$ cat src/rtl/mem_access_ctrl.sv
// Single-outstanding memory access controller: takes one load/store from the issue
// buffer, drives it to memory, waits for ack/return data and reports completion.
module mem_access_ctrl #(
    parameter int register_width = 32,
    parameter int des            = 4,
    parameter int branch_id      = 3,
    parameter int max_wait       = 15
) (
    input  logic                      clk,
    input  logic                      rst,
    // Buffer side. A request is taken on a rising edge where req_vld=1 and
    // req_rdy=1 (IDLE only); req_vld need not be held once dropped.
    input  logic                      req_vld,
    input  logic                      req_load,
    input  logic                      req_store,
    input  logic [register_width-1:0] req_addr,
    input  logic [register_width-1:0] req_data,
    input  logic [des-1:0]            req_des,
    input  logic [branch_id-1:0]      req_branch,
    output logic                      req_rdy,
    input  logic                      flush_en,
    input  logic [branch_id-1:0]      flush_id,
    // Memory side: mem_req and its payload stay stable until mem_ack=1.
    output logic                      mem_req,
    output logic                      mem_we,
    output logic [register_width-1:0] mem_addr,
    output logic [register_width-1:0] mem_wdata,
    input  logic                      mem_ack,
    input  logic                      mem_rvld,
    input  logic [register_width-1:0] mem_rdata,
    output logic                      mem_in_done,
    output logic                      load_wr_en,
    output logic [register_width-1:0] load_data,
    output logic [des-1:0]            load_des,
    output logic                      timeout_err,
    output logic [1:0]                dbg_state_o
);

    typedef enum logic [1:0] {
        IDLE  = 2'd0,
        ISSUE = 2'd1,
        WAIT  = 2'd2,
        DONE  = 2'd3
    } state_t;

    localparam logic [3:0] MAX_CNT = 4'(max_wait);

    state_t                    state_q, state_d;
    logic [register_width-1:0] addr_q, addr_d;
    logic [register_width-1:0] wdata_q, wdata_d;
    logic [register_width-1:0] load_data_q, load_data_d;
    logic [des-1:0]            des_q, des_d;
    logic [branch_id-1:0]      branch_q, branch_d;
    logic                      is_load_q, is_load_d;
    logic                      kill_q, kill_d;
    logic [3:0]                cnt_q, cnt_d;
    logic                      timeout_q, timeout_d;

    logic type_ok;
    logic req_flushed;
    logic kill_now;

    assign type_ok     = req_load ^ req_store;
    assign req_flushed = flush_en && (flush_id == req_branch);
    // A flush hitting this cycle counts immediately, not only once registered.
    assign kill_now    = kill_q || (flush_en && (flush_id == branch_q));

    always_ff @(posedge clk or posedge rst) begin
        if (rst) begin
            state_q     <= IDLE;
            addr_q      <= '0;
            wdata_q     <= '0;
            load_data_q <= '0;
            des_q       <= '0;
            branch_q    <= '0;
            is_load_q   <= 1'b0;
            kill_q      <= 1'b0;
            cnt_q       <= 4'd0;
            timeout_q   <= 1'b0;
        end else begin
            state_q     <= state_d;
            addr_q      <= addr_d;
            wdata_q     <= wdata_d;
            load_data_q <= load_data_d;
            des_q       <= des_d;
            branch_q    <= branch_d;
            is_load_q   <= is_load_d;
            kill_q      <= kill_d;
            cnt_q       <= cnt_d;
            timeout_q   <= timeout_d;
        end
    end

    always_comb begin
        state_d     = state_q;
        addr_d      = addr_q;
        wdata_d     = wdata_q;
        load_data_d = load_data_q;
        des_d       = des_q;
        branch_d    = branch_q;
        is_load_d   = is_load_q;
        kill_d      = kill_q;
        cnt_d       = cnt_q;
        timeout_d   = timeout_q;

        case (state_q)
            IDLE: begin
                if (req_vld && type_ok && !req_flushed) begin
                    addr_d    = req_addr;
                    wdata_d   = req_data;
                    des_d     = req_des;
                    branch_d  = req_branch;
                    is_load_d = req_load;
                    state_d   = ISSUE;
                end
            end
            ISSUE: begin
                kill_d = kill_now;
                cnt_d  = cnt_q + 4'd1;
                // An ack beats both a same-cycle flush and a same-cycle timeout.
                if (mem_ack) begin
                    cnt_d = 4'd0;
                    if (is_load_q) begin
                        state_d = WAIT;
                    end else begin
                        state_d = kill_now ? IDLE : DONE;
                    end
                end else if (kill_now) begin
                    state_d = IDLE;
                end else if (cnt_q == MAX_CNT) begin
                    timeout_d = 1'b1;
                    state_d   = IDLE;
                end
            end
            WAIT: begin
                kill_d = kill_now;
                cnt_d  = cnt_q + 4'd1;
                // A killed load still drains its return but delivers nothing.
                if (mem_rvld) begin
                    if (kill_now) begin
                        state_d = IDLE;
                    end else begin
                        load_data_d = mem_rdata;
                        state_d     = DONE;
                    end
                end else if (cnt_q == MAX_CNT) begin
                    timeout_d = 1'b1;
                    state_d   = IDLE;
                end
            end
            DONE: begin
                state_d = IDLE;
            end
            default: begin
                state_d = IDLE;
            end
        endcase

        if (state_d == IDLE) begin
            kill_d = 1'b0;
            cnt_d  = 4'd0;
        end
    end

    assign req_rdy     = (state_q == IDLE);
    assign mem_req     = (state_q == ISSUE);
    assign mem_we      = (state_q == ISSUE) && !is_load_q;
    assign mem_addr    = addr_q;
    assign mem_wdata   = wdata_q;
    assign mem_in_done = (state_q == DONE);
    assign load_wr_en  = (state_q == DONE) && is_load_q;
    assign load_data   = load_data_q;
    assign load_des    = des_q;
    assign timeout_err = timeout_q;
    assign dbg_state_o = state_q;

endmodule

$ cat config.mk
export PLATFORM = sky130hd
export DESIGN_NAME = mem_access_ctrl
export DESIGN_NICKNAME = d
export VERILOG_FILES = /design/src/rtl/mem_access_ctrl.sv
export SDC_FILE = /design/constraint.sdc
export NUM_CORES = 1
export LEC_CHECK = 0
export CAP_MARGIN = 20
export CORE_ASPECT_RATIO = 1.4
export CORE_UTILIZATION = 37
export DETAILED_ROUTE_END_ITERATION = 10
export HOLD_SLACK_MARGIN = 0.1
export PLACE_DENSITY = 0.77
export SLEW_MARGIN = 20
export SYNTH_ARGS = -nofsm -noshare
export SYNTH_HDL_FRONTEND = slang
export SYNTH_SLANG_ARGS = --single-unit
$ cat constraint.sdc
create_clock -name clk -period 3.2 [get_ports clk]
set_input_delay 0.32 -clock clk [delete_from_list [all_inputs] [get_ports clk]]
set_output_delay 0.32 -clock clk [all_outputs]
set_load 0.005 [all_outputs]
== Word level (Yosys, flattened, before mapping) ==
Index checks and enable logic that the tools add are counted.
Cells by class
  add/sub/neg operators: 1
  eq/ne operators: 9
  muxes and demuxes: 18
  bitwise operators: 2
  reduce and logical (&&, ||, !) cells: 18
Operator list (number)
  2-to-1 mux 2 bit: 7
  2-to-1 mux 4 bit: 2
  case mux 2 bit (4 select lines): 1
  case mux 4 bit (2 select lines): 1
  == test 3 bit: 2
  logical AND 1 bit: 6
  2-to-1 mux 1 bit: 6
  inequality test 2 bit, second input constant: 3
  adder 4 x 1 -> 4 bit, second input constant: 1
  == test 2 bit, second input constant: 2
  == test 4 bit, second input constant: 1
  logical NOT 2 bit: 2
  AND reduction 4 bit: 1
  nonzero test 2 bit: 2
  AND reduction 3 bit: 1
  nonzero test 3 bit: 1
  == test 2 x 1 -> 1 bit, second input constant: 1
  logical NOT 1 bit: 2
  case mux 1 bit (2 select lines): 1
  AND reduction 2 bit: 1
  OR reduction 2 bit: 1
  logical OR 1 bit: 1
  inverter 1 bit: 1
  bitwise XOR 1 bit: 1
Word-level totals
  register bits: 112
  output and inout bits: 108
  word-level logic and storage cells: 58

== Logic depth before layout (Yosys ltp) ==
Gate-level depths: netlist (run 1).
  depth after elaboration: 9
  depth in mapped cells: 9
  mapped depth without buffers: 7

== Worst setup path after synthesis (run 1) ==
Ideal clock, no wire load.
  kind: reg2reg
  start: register state_q[1], in the netlist dbg_state_o[1]
  end: register branch_q[0]
  library setup time: 0.125 ns
  data arrival time: 1.717 ns
  required time: 3.075 ns
  setup slack: 1.358 ns
  cell stages (with the launch flop): 9
  path buffers: 2
  period minus slack after synthesis: 1.842 ns
  path through: dfrtp_1 inv_1 ha_1 o211ai_1 a21oi_1 o41ai_2 buf_4 buf_4 mux2_2
On the way
  longest elaborated chain between the ends: 2
Ends and longest elaborated chain
  start, declared: RTL line 48  | state_t state_q, state_d;
  start signal, assigned: RTL line 81  | state_q <= state_d;
  logical NOT 2 bit
  via req_rdy: RTL line 20  | output logic req_rdy,
  AND reduction 2 bit (no line)
  end signal, assigned: RTL line 86  | branch_q <= branch_d;
  end, declared: RTL line 53  | logic [branch_id-1:0] branch_q, branch_d;
The timed path passes the listed nets, and every way through them passes these cells.
A chain may end at the register's enable or synchronous reset.

== Final worst setup path (run 1) ==
  start: register state_q[1], in the netlist dbg_state_o[1]
  end: output mem_we
On the way
  longest elaborated chain between the ends: 2
Ends and longest elaborated chain
  == test 2 x 1 -> 1 bit: RTL line 167  | assign mem_we = (state_q == ISSUE) && !is_load_q;
  logical AND 1 bit: RTL line 167
  end, declared: RTL line 25  | output logic mem_we,
Every way passes these cells.

==> results.txt, run 1 <==
----------------------------------------------------
[STA]
  Actual transition at the worst max-transition pin ... 649.6 ps
  Final TNS setup ... 0 ps
  Final number of hold-violating endpoints ... 0
  Finish-stage setup viols ... 0
  Tightest slew margin relative to the limit ... a little under three fifths
  Pins over their slew limit ... 0
  Shortest clock period the worst path allows after layout ... ~2300 ps
  Unrepaired setup endpoints after global routing ... no
  Worst clock skew ... about 8 ps
  Final worst path period share ... between 70% and 80%
  Maximum clock rate ... about 0.44 GHz

[Layout]
  Antenna diode count ... 0
  Layout Area Growth over Synthesis ... 58.19%
  Number of nets in the final layout ... approximately 640
  Non-Filler Cell Area, Final ... 7343 sq um
  Final core utilization ... between 50% and 60%
  Layout cells sized above 1 ... ~25%

[Synth]
  Main flop type after synthesis ... sky130_fd_sc_hd__dfrtp_1
  Area of the mapped netlist ... approximately 4600 sq um
  Number of synthesized register bits ... 112
  Synthesized Nets ... 410
  Syn avg cell area ... approximately 16 sq um
  Count of unique library cells instantiated by Yosys ... 35
  Top cells by instance count after synthesis ... sky130_fd_sc_hd__dfrtp_1 (112), sky130_fd_sc_hd__mux2_2 (74), sky130_fd_sc_hd__mux2_4 (30)
  Warnings, synthesis ... 0
  Count of flip-flops with a built-in enable after synthesis ... 0
  Sequential area share after synthesis ... a little over 60%
  Proportion of netlist area held by the largest area contributor ... approximately three fifths
  Synthesized instance count ... 291
  Biggest area consumer among synthesized cells ... sky130_fd_sc_hd__dfrtp_1
  Leading post-synthesis cells by cell area ... sky130_fd_sc_hd__dfrtp_1 (60%), sky130_fd_sc_hd__mux2_2 (18%), sky130_fd_sc_hd__mux2_4 (9.7%)
  Async set-or-reset flop fraction in the synthesized netlist ... 100.0%
  Most instantiated library cell after synthesis ... sky130_fd_sc_hd__dfrtp_1

[Critical path]
  Ordered cell list for the critical path ... inv_1 > ha_1 > inv_1 > nor2_1 > clkdlybuf4s50_1
  Most Frequent Cell on Critical Path ... sky130_fd_sc_hd__inv_1
  Crit-path max FO ... 7
  Flop2flop setup slack ... around 990 ps
  Top delay family on crit path ... buffers and inverters
  Cell at the slowest stage of the critical path ... sky130_fd_sc_hd__clkdlybuf4s50_1
  Critical path endpoint category ... output port
  Worst endpoint required time ... 2880 ps
  Worst setup path startpoint ... dbg_state_o[1]
  Slowest cell delay on critical path ... a little over 500 ps
  Critical path launch point type ... register
  Kind of critical path ... reg2out
  RR Startpoint ... dbg_state_o[1]
  Buffers plus inverters on the worst setup path ... 3
  Worst Path Arrival ... about 2000 ps

[Global route]
  First-pass GRT wire length ... 18420 microns
  GRT Total Usage ... between 15 and 20%
  Met2 track utilization from global routing ... 31.03%
  Largest net degree at the start of global routing ... slightly below 60
  Initial antenna violation count ... 0
  Global routing usage on met3 ... roughly 6.6%
  Number of global-route vias before repair ... ~3700
  Fraction of met1 tracks used by global routing ... between 15 and 20%
  Grt peak-use layer ... met2
  Congestion Overflow GR ... 0

[Floorplanning]
  I/O pin cnt ... roughly 220
  Effective utilization at floorplan ... 37.89%
  Number of rows in the core area ... 48
  Die Y ... 134.5 microns
  Placeable core region ... ~12000 sq um
  Horizontal die dimension ... approximately 97 microns
  Die Outline Area ... about 13000 sq um

[Clock tree]
  Hold-fix buffers at CTS ... 0
  Insertion delay to the later sink of the worst-skew pair ... 340 ps
  # H-tree levels ... 3
  Clock transition at the registers of the reported paths ... 70 ps
  Clock tree root buffer cell ... sky130_fd_sc_hd__clkbuf_16
  Clock buffer depth ... 2
  Clock tree from TritonCTS ... yes
  Number of setup buffers added after CTS ... 0
  Sinks on the clock net ... between 100 and 150
  CTS resizes ... 0
  Number of buffers inserted during clock tree synthesis ... 9

[Pwr]
  Leakage Power ... 0.003105 uW
  Worst vdd rail ir drop ... roughly 0.37 mV
  Total Power Consumption ... ~6800 uW
  Total power per unit cell area ... around 920 nW/um^2

[Placement]
  Detail Placement HPWL ... 8515 microns
  Placement Cell Area ... about 7000 sq um
  Count of input and output buffers ... between 200 and 250
  Routability congestion estimate ... 0.8187

[Route]
  Average vias per placed instance ... about 4.8
  Number of optimization iterations in the first detailed-route pass ... 4
  Final antenna-violating net count ... 0
  Detailed-route DRC error count ... 0
  Wire length per cell after detailed routing ... 16.71 microns
  1st-iter DRT viols ... 28
  Total number of vias ... about 3300
  Total wire length ... between 10000 and 15000 microns

[Status]
  Run status ... completed

[Run]
  Max-cap check violation count ... 0

[Min path]
  Hold crit path type ... in2async

----------------------------------------------------
## sequential cells by signal, summed over array words and instances, names as in the netlist
signal	count
load_data	32
mem_addr	32
mem_wdata	32
cnt_q	4
load_des	4
branch_q	3
dbg_state_o	2
is_load_q	1
kill_q	1
timeout_err	1
## layout by cell type, fill, tap and decap left out, types with 2 or more instances in the layout
cell type,count
sky130_fd_sc_hd__mux2_4,30
sky130_fd_sc_hd__mux2_2,74
sky130_fd_sc_hd__clkdlybuf4s50_1,221
sky130_fd_sc_hd__clkbuf_16,9
sky130_fd_sc_hd__inv_6,3
sky130_fd_sc_hd__nor2_1,3
sky130_fd_sc_hd__xnor2_1,2
sky130_fd_sc_hd__dfrtp_1,112
sky130_fd_sc_hd__o41ai_4,2
sky130_fd_sc_hd__buf_4,2
sky130_fd_sc_hd__xor2_1,6
sky130_fd_sc_hd__inv_1,7
sky130_fd_sc_hd__nand3_1,3
sky130_fd_sc_hd__clkinvlp_4,2
sky130_fd_sc_hd__ha_1,5
sky130_fd_sc_hd__a31oi_1,2
sky130_fd_sc_hd__nand2_1,6
sky130_fd_sc_hd__a21oi_1,5
sky130_fd_sc_hd__buf_12,3
sky130_fd_sc_hd__o21ai_0,5
## layer usage
layer,vias up,part of all wire (%)
li1,1480,-
met1,1610,37
met2,152,53
met3,17,7.7
met4,0,2.0
met5,-,0
## cell families (layout without fill, tap and decap cells)
kind of cell | count (synthesis) | count (layout) | share of synthesized area, %
AND/OR/NAND/NOR | 21 | 21 | 2.372
adder cells (fa/ha/maj) | 5 | 5 | 1.348
multiplexers | 104 | 104 | 27.65
flip-flops | 112 | 112 | 60.38
buffers and inverters | 19 | 250 | 2.587
AO/OA/AOI/OAI | 22 | 22 | 4.151
XOR/XNOR | 8 | 8 | 1.509
## area by class of cell
cell class / count / area [sq um]
Tap cell: 150 / 187.7
Timing Repair Buffer: 226 / 2287
Clock buffer: 10 / 229.0
Fill cell: 1003 / 4908
Sequential cell: 112 / 2803
Inverter: 8 / 33.78
Multi-Input combinational cell: 160 / 1730
Clock inverter: 6 / 72.57
## metrics by stage
step	hold slack (ps)	instances	setup slack, ps
finish	417.5	672	902.6
global route	463.8	672	777.1
CTS	425.8	672	885.5
detailed placement	464.2	656	803.2
global placement	462.1	656	878.9
floorplan	451.0	291	1358
## power breakdown
part | internal, uW | switching, uW | total, uW | leakage (uW)
Clock | 618 | 519 | 1140 | 0.000144
Sequential | 2120 | 393 | 2510 | 0.00134
Combinational | 2140 | 965 | 3110 | 0.00162
## path summary, 6_finish.rpt
path,endpoint,cells after the start
min,load_data[23],2
min in group clk,timeout_err,1
max reg2reg,cnt_q[0],8
min reg2reg,timeout_err,1
max,mem_we,5
max in group asynchronous,mem_addr[28],3
Note: power is estimated with default switching activity, not from simulation.
==> run 2: changes to the inputs <==
--- a/config.mk
+++ b/config.mk
@@ -7,10 +7,10 @@
 export LEC_CHECK = 0
 export CAP_MARGIN = 20
 export CORE_ASPECT_RATIO = 1.4
-export CORE_UTILIZATION = 37
+export CORE_UTILIZATION = 41
 export DETAILED_ROUTE_END_ITERATION = 10
 export HOLD_SLACK_MARGIN = 0.1
-export PLACE_DENSITY = 0.77
+export PLACE_DENSITY = 0.81
 export SLEW_MARGIN = 20
 export SYNTH_ARGS = -nofsm -noshare
 export SYNTH_HDL_FRONTEND = slang
==> constraint.sdc (replaced) <==
create_clock -name clk -period 2.3 [get_ports clk]
set_input_delay 0.23 -clock clk [delete_from_list [all_inputs] [get_ports clk]]
set_output_delay 0.23 -clock clk [all_outputs]
set_load 0.005 [all_outputs]
==> run 2 against run 1 <==
  * Cell area about the same
  * Routed wire length fell by 2.5%
  * Sequential power increased by 39%
  * Non-clock buffer count increased by 1
  * Combinational power grew 40%
  * Die area decreased by 9.6%
  * Sequential share of layout area is essentially flat
  * Global-route usage rose by 1.4 points
  * Register-to-register slack lost 760 ps
  * Critical path type unchanged
  * Critical endpoint unchanged
==> results.txt, run 2 (synthesis gave the netlist of run 1 again) <==
----------------------------------------------------
[Route]
  Number of optimization iterations in the first detailed-route pass ... 4
  1st-iter DRT viols ... around 110
  Total number of vias ... approximately 3300
  Average vias per placed instance ... 4.910
  Wire length per cell after detailed routing ... 16.49 microns
  Final antenna-violating net count ... 0
  Total wire length ... roughly 11000 microns
  Detailed-route DRC error count ... 0

[STA]
  Maximum clock rate ... between 0.4 and 0.5 GHz
  Final worst path period share ... slightly above 90%
  Final setup slack of the worst path ... just under 200 ps
  Final number of hold-violating endpoints ... 0
  Actual transition at the worst max-transition pin ... around 570 ps
  Shortest clock period the worst path allows after layout ... about 2100 ps
  Unrepaired setup endpoints after global routing ... no
  Worst clock skew ... about 7.9 ps
  Tightest slew margin relative to the limit ... just over 60%
  Pins over their slew limit ... 0
  Final TNS setup ... 0 ps
  Finish-stage setup viols ... 0

[Critical path]
  Ordered cell list for the critical path ... buf_4 > ha_1 > inv_1 > nor2_1 > clkdlybuf4s50_1
  Kind of critical path ... reg2out
  Slowest cell delay on critical path ... approximately 510 ps
  Worst endpoint required time ... just over 2000 ps
  Crit-path max FO ... 7
  Cell at the slowest stage of the critical path ... sky130_fd_sc_hd__clkdlybuf4s50_1
  Critical path endpoint category ... output port
  Critical path launch point type ... register
  Worst Path Arrival ... around 1900 ps
  RR Startpoint ... dbg_state_o[1]
  Flop2flop setup slack ... approximately 230 ps
  Worst reg2reg path depth ... 8
  Capturing point of the worst reg2reg path ... cnt_q[0]

[Global route]
  Congestion Overflow GR ... 0
  GRT Total Usage ... between 10% and 20%
  Number of global-route vias before repair ... approximately 3600
  Initial antenna violation count ... 0
  Largest net degree at the start of global routing ... roughly 100
  First-pass GRT wire length ... ~17000 microns

[Clock tree]
  Number of buffers inserted during clock tree synthesis ... 9
  Clock tree root buffer cell ... sky130_fd_sc_hd__clkbuf_16
  Clock tree from TritonCTS ... yes
  # H-tree levels ... 3
  Clock transition at the registers of the reported paths ... roughly 70 ps
  CTS resizes ... 0
  Clock buffer depth ... 2
  Number of setup buffers added after CTS ... 0
  Insertion delay to the later sink of the worst-skew pair ... 340 ps
  Sinks on the clock net ... around 110
  Hold-fix buffers at CTS ... 0

[Floorplanning]
  Die Y ... between 100 and 150 microns
  Horizontal die dimension ... 91.93 microns
  I/O pin cnt ... ~220
  Number of rows in the core area ... 45
  Placeable core region ... 10920 sq um
  Effective utilization at floorplan ... 42.50%
  Die Outline Area ... around 12000 sq um

[Pwr]
  Internal power ... roughly 7000 uW
  Clock share of power ... 16.8%
  Sequential share of power ... 36.9%
  Combinational fraction of design power ... ~46%
  Total Power Consumption ... 9431 uW
  Worst vdd rail ir drop ... around 0.63 mV
  Share of total power consumed by net switching ... approximately 28%
  Leakage Power ... roughly 0.0031 uW
  NetSw ... 2596 uW
  Total power per unit cell area ... approximately 1300 nW/um^2

[Min path]
  Hold crit path type ... in2async

[Layout]
  Layout cells sized above 1 ... between 20% and 30%
  Most used cells in the layout excluding fill and tap cells ... sky130_fd_sc_hd__clkdlybuf4s50_1 (221), sky130_fd_sc_hd__dfrtp_1 (112), sky130_fd_sc_hd__mux2_2 (74)
  Most common cell after layout, fill and taps aside ... sky130_fd_sc_hd__clkdlybuf4s50_1
  Fill cells ... 808
  Multi-input gate area in the final layout ... between 1500 and 2000 sq um
  Final core utilization ... 67.24%
  Antenna diode count ... 0
  Layout Area Growth over Synthesis ... 58.22%
  Number of nets in the final layout ... 637
  Register cell area after layout ... around 2800 sq um

[Placement]
  Count of input and output buffers ... 221
  Pre-CTS setup slack ... ~120 ps
  Routability congestion estimate ... 0.7902
  Detail Placement HPWL ... approximately 8200 microns

[Status]
  Run status ... completed

[Run]
  Max-cap check violation count ... 0

----------------------------------------------------
## run 2: changes by cell type in the layout (fill, tap and decap cells not counted), sizes merged
cell	change
buf	+1
clkbuf	+1
inv	-1
## run 2: final cells by class
cell class / instances / area share, %
Inverter: 8 / 0.4600
Sequential cell: 112 / 38.16
Timing Repair Buffer: 227 / 31.24
Clock inverter: 5 / 0.8688
Clock buffer: 11 / 3.305
Multi-Input combinational cell: 160 / 23.56
Tap cell: 141 / 2.402
## run 2: how the worst max path moves through the flow
stage,from,to,cells after the start
6_report,dbg_state_o[0],mem_we,5
5_1_grt,dbg_state_o[1],mem_we,5
4_1_cts,dbg_state_o[1],mem_we,5
3_5_place_dp,flush_id[0],mem_wdata[16],5
3_3_place_gp,flush_id[0],mem_wdata[2],5
2_1_floorplan,dbg_state_o[1],branch_q[0],8
## run 2: metal layers
metal	GRT usage [%]	wire [microns]	share of wire, %
met5	0	0	0
met4	8.915	248	2.3
met3	5.338	835	7.6
met2	33.54	5769	53
met1	21.24	4094	37
## run 2: critical path, delay by kind of cell, from the launching register on
kind,cells,cell delay (ps)
buffers and inverters,3,790
adders and majority gates,1,280
DFF,1,350
and+or+nand+nor,1,100
## run 2: power groups by stage
| stage | Clock (uW) | Combinational, uW | Sequential (uW) |
|---|---|---|---|
| floorplan | 0 | 1840 | 3550 |
| global placement | 0 | 4290 | 3460 |
| detailed placement | 0 | 4410 | 3520 |
| CTS | 1640 | 4420 | 3490 |
| global route | 1690 | 4670 | 3610 |
| finish | 1590 | 4360 | 3480 |
## run 2: through the flow
step | instances | hold WS [ps] | instance area (sq um)
floorplan | 291 | 378.0 | 4646
global placement | 648 | 450.5 | 7038
detailed placement | 648 | 463.6 | 7038
CTS | 664 | 159.5 | 7345
global route | 664 | 181.8 | 7345
finish | 664 | 165.5 | 7345
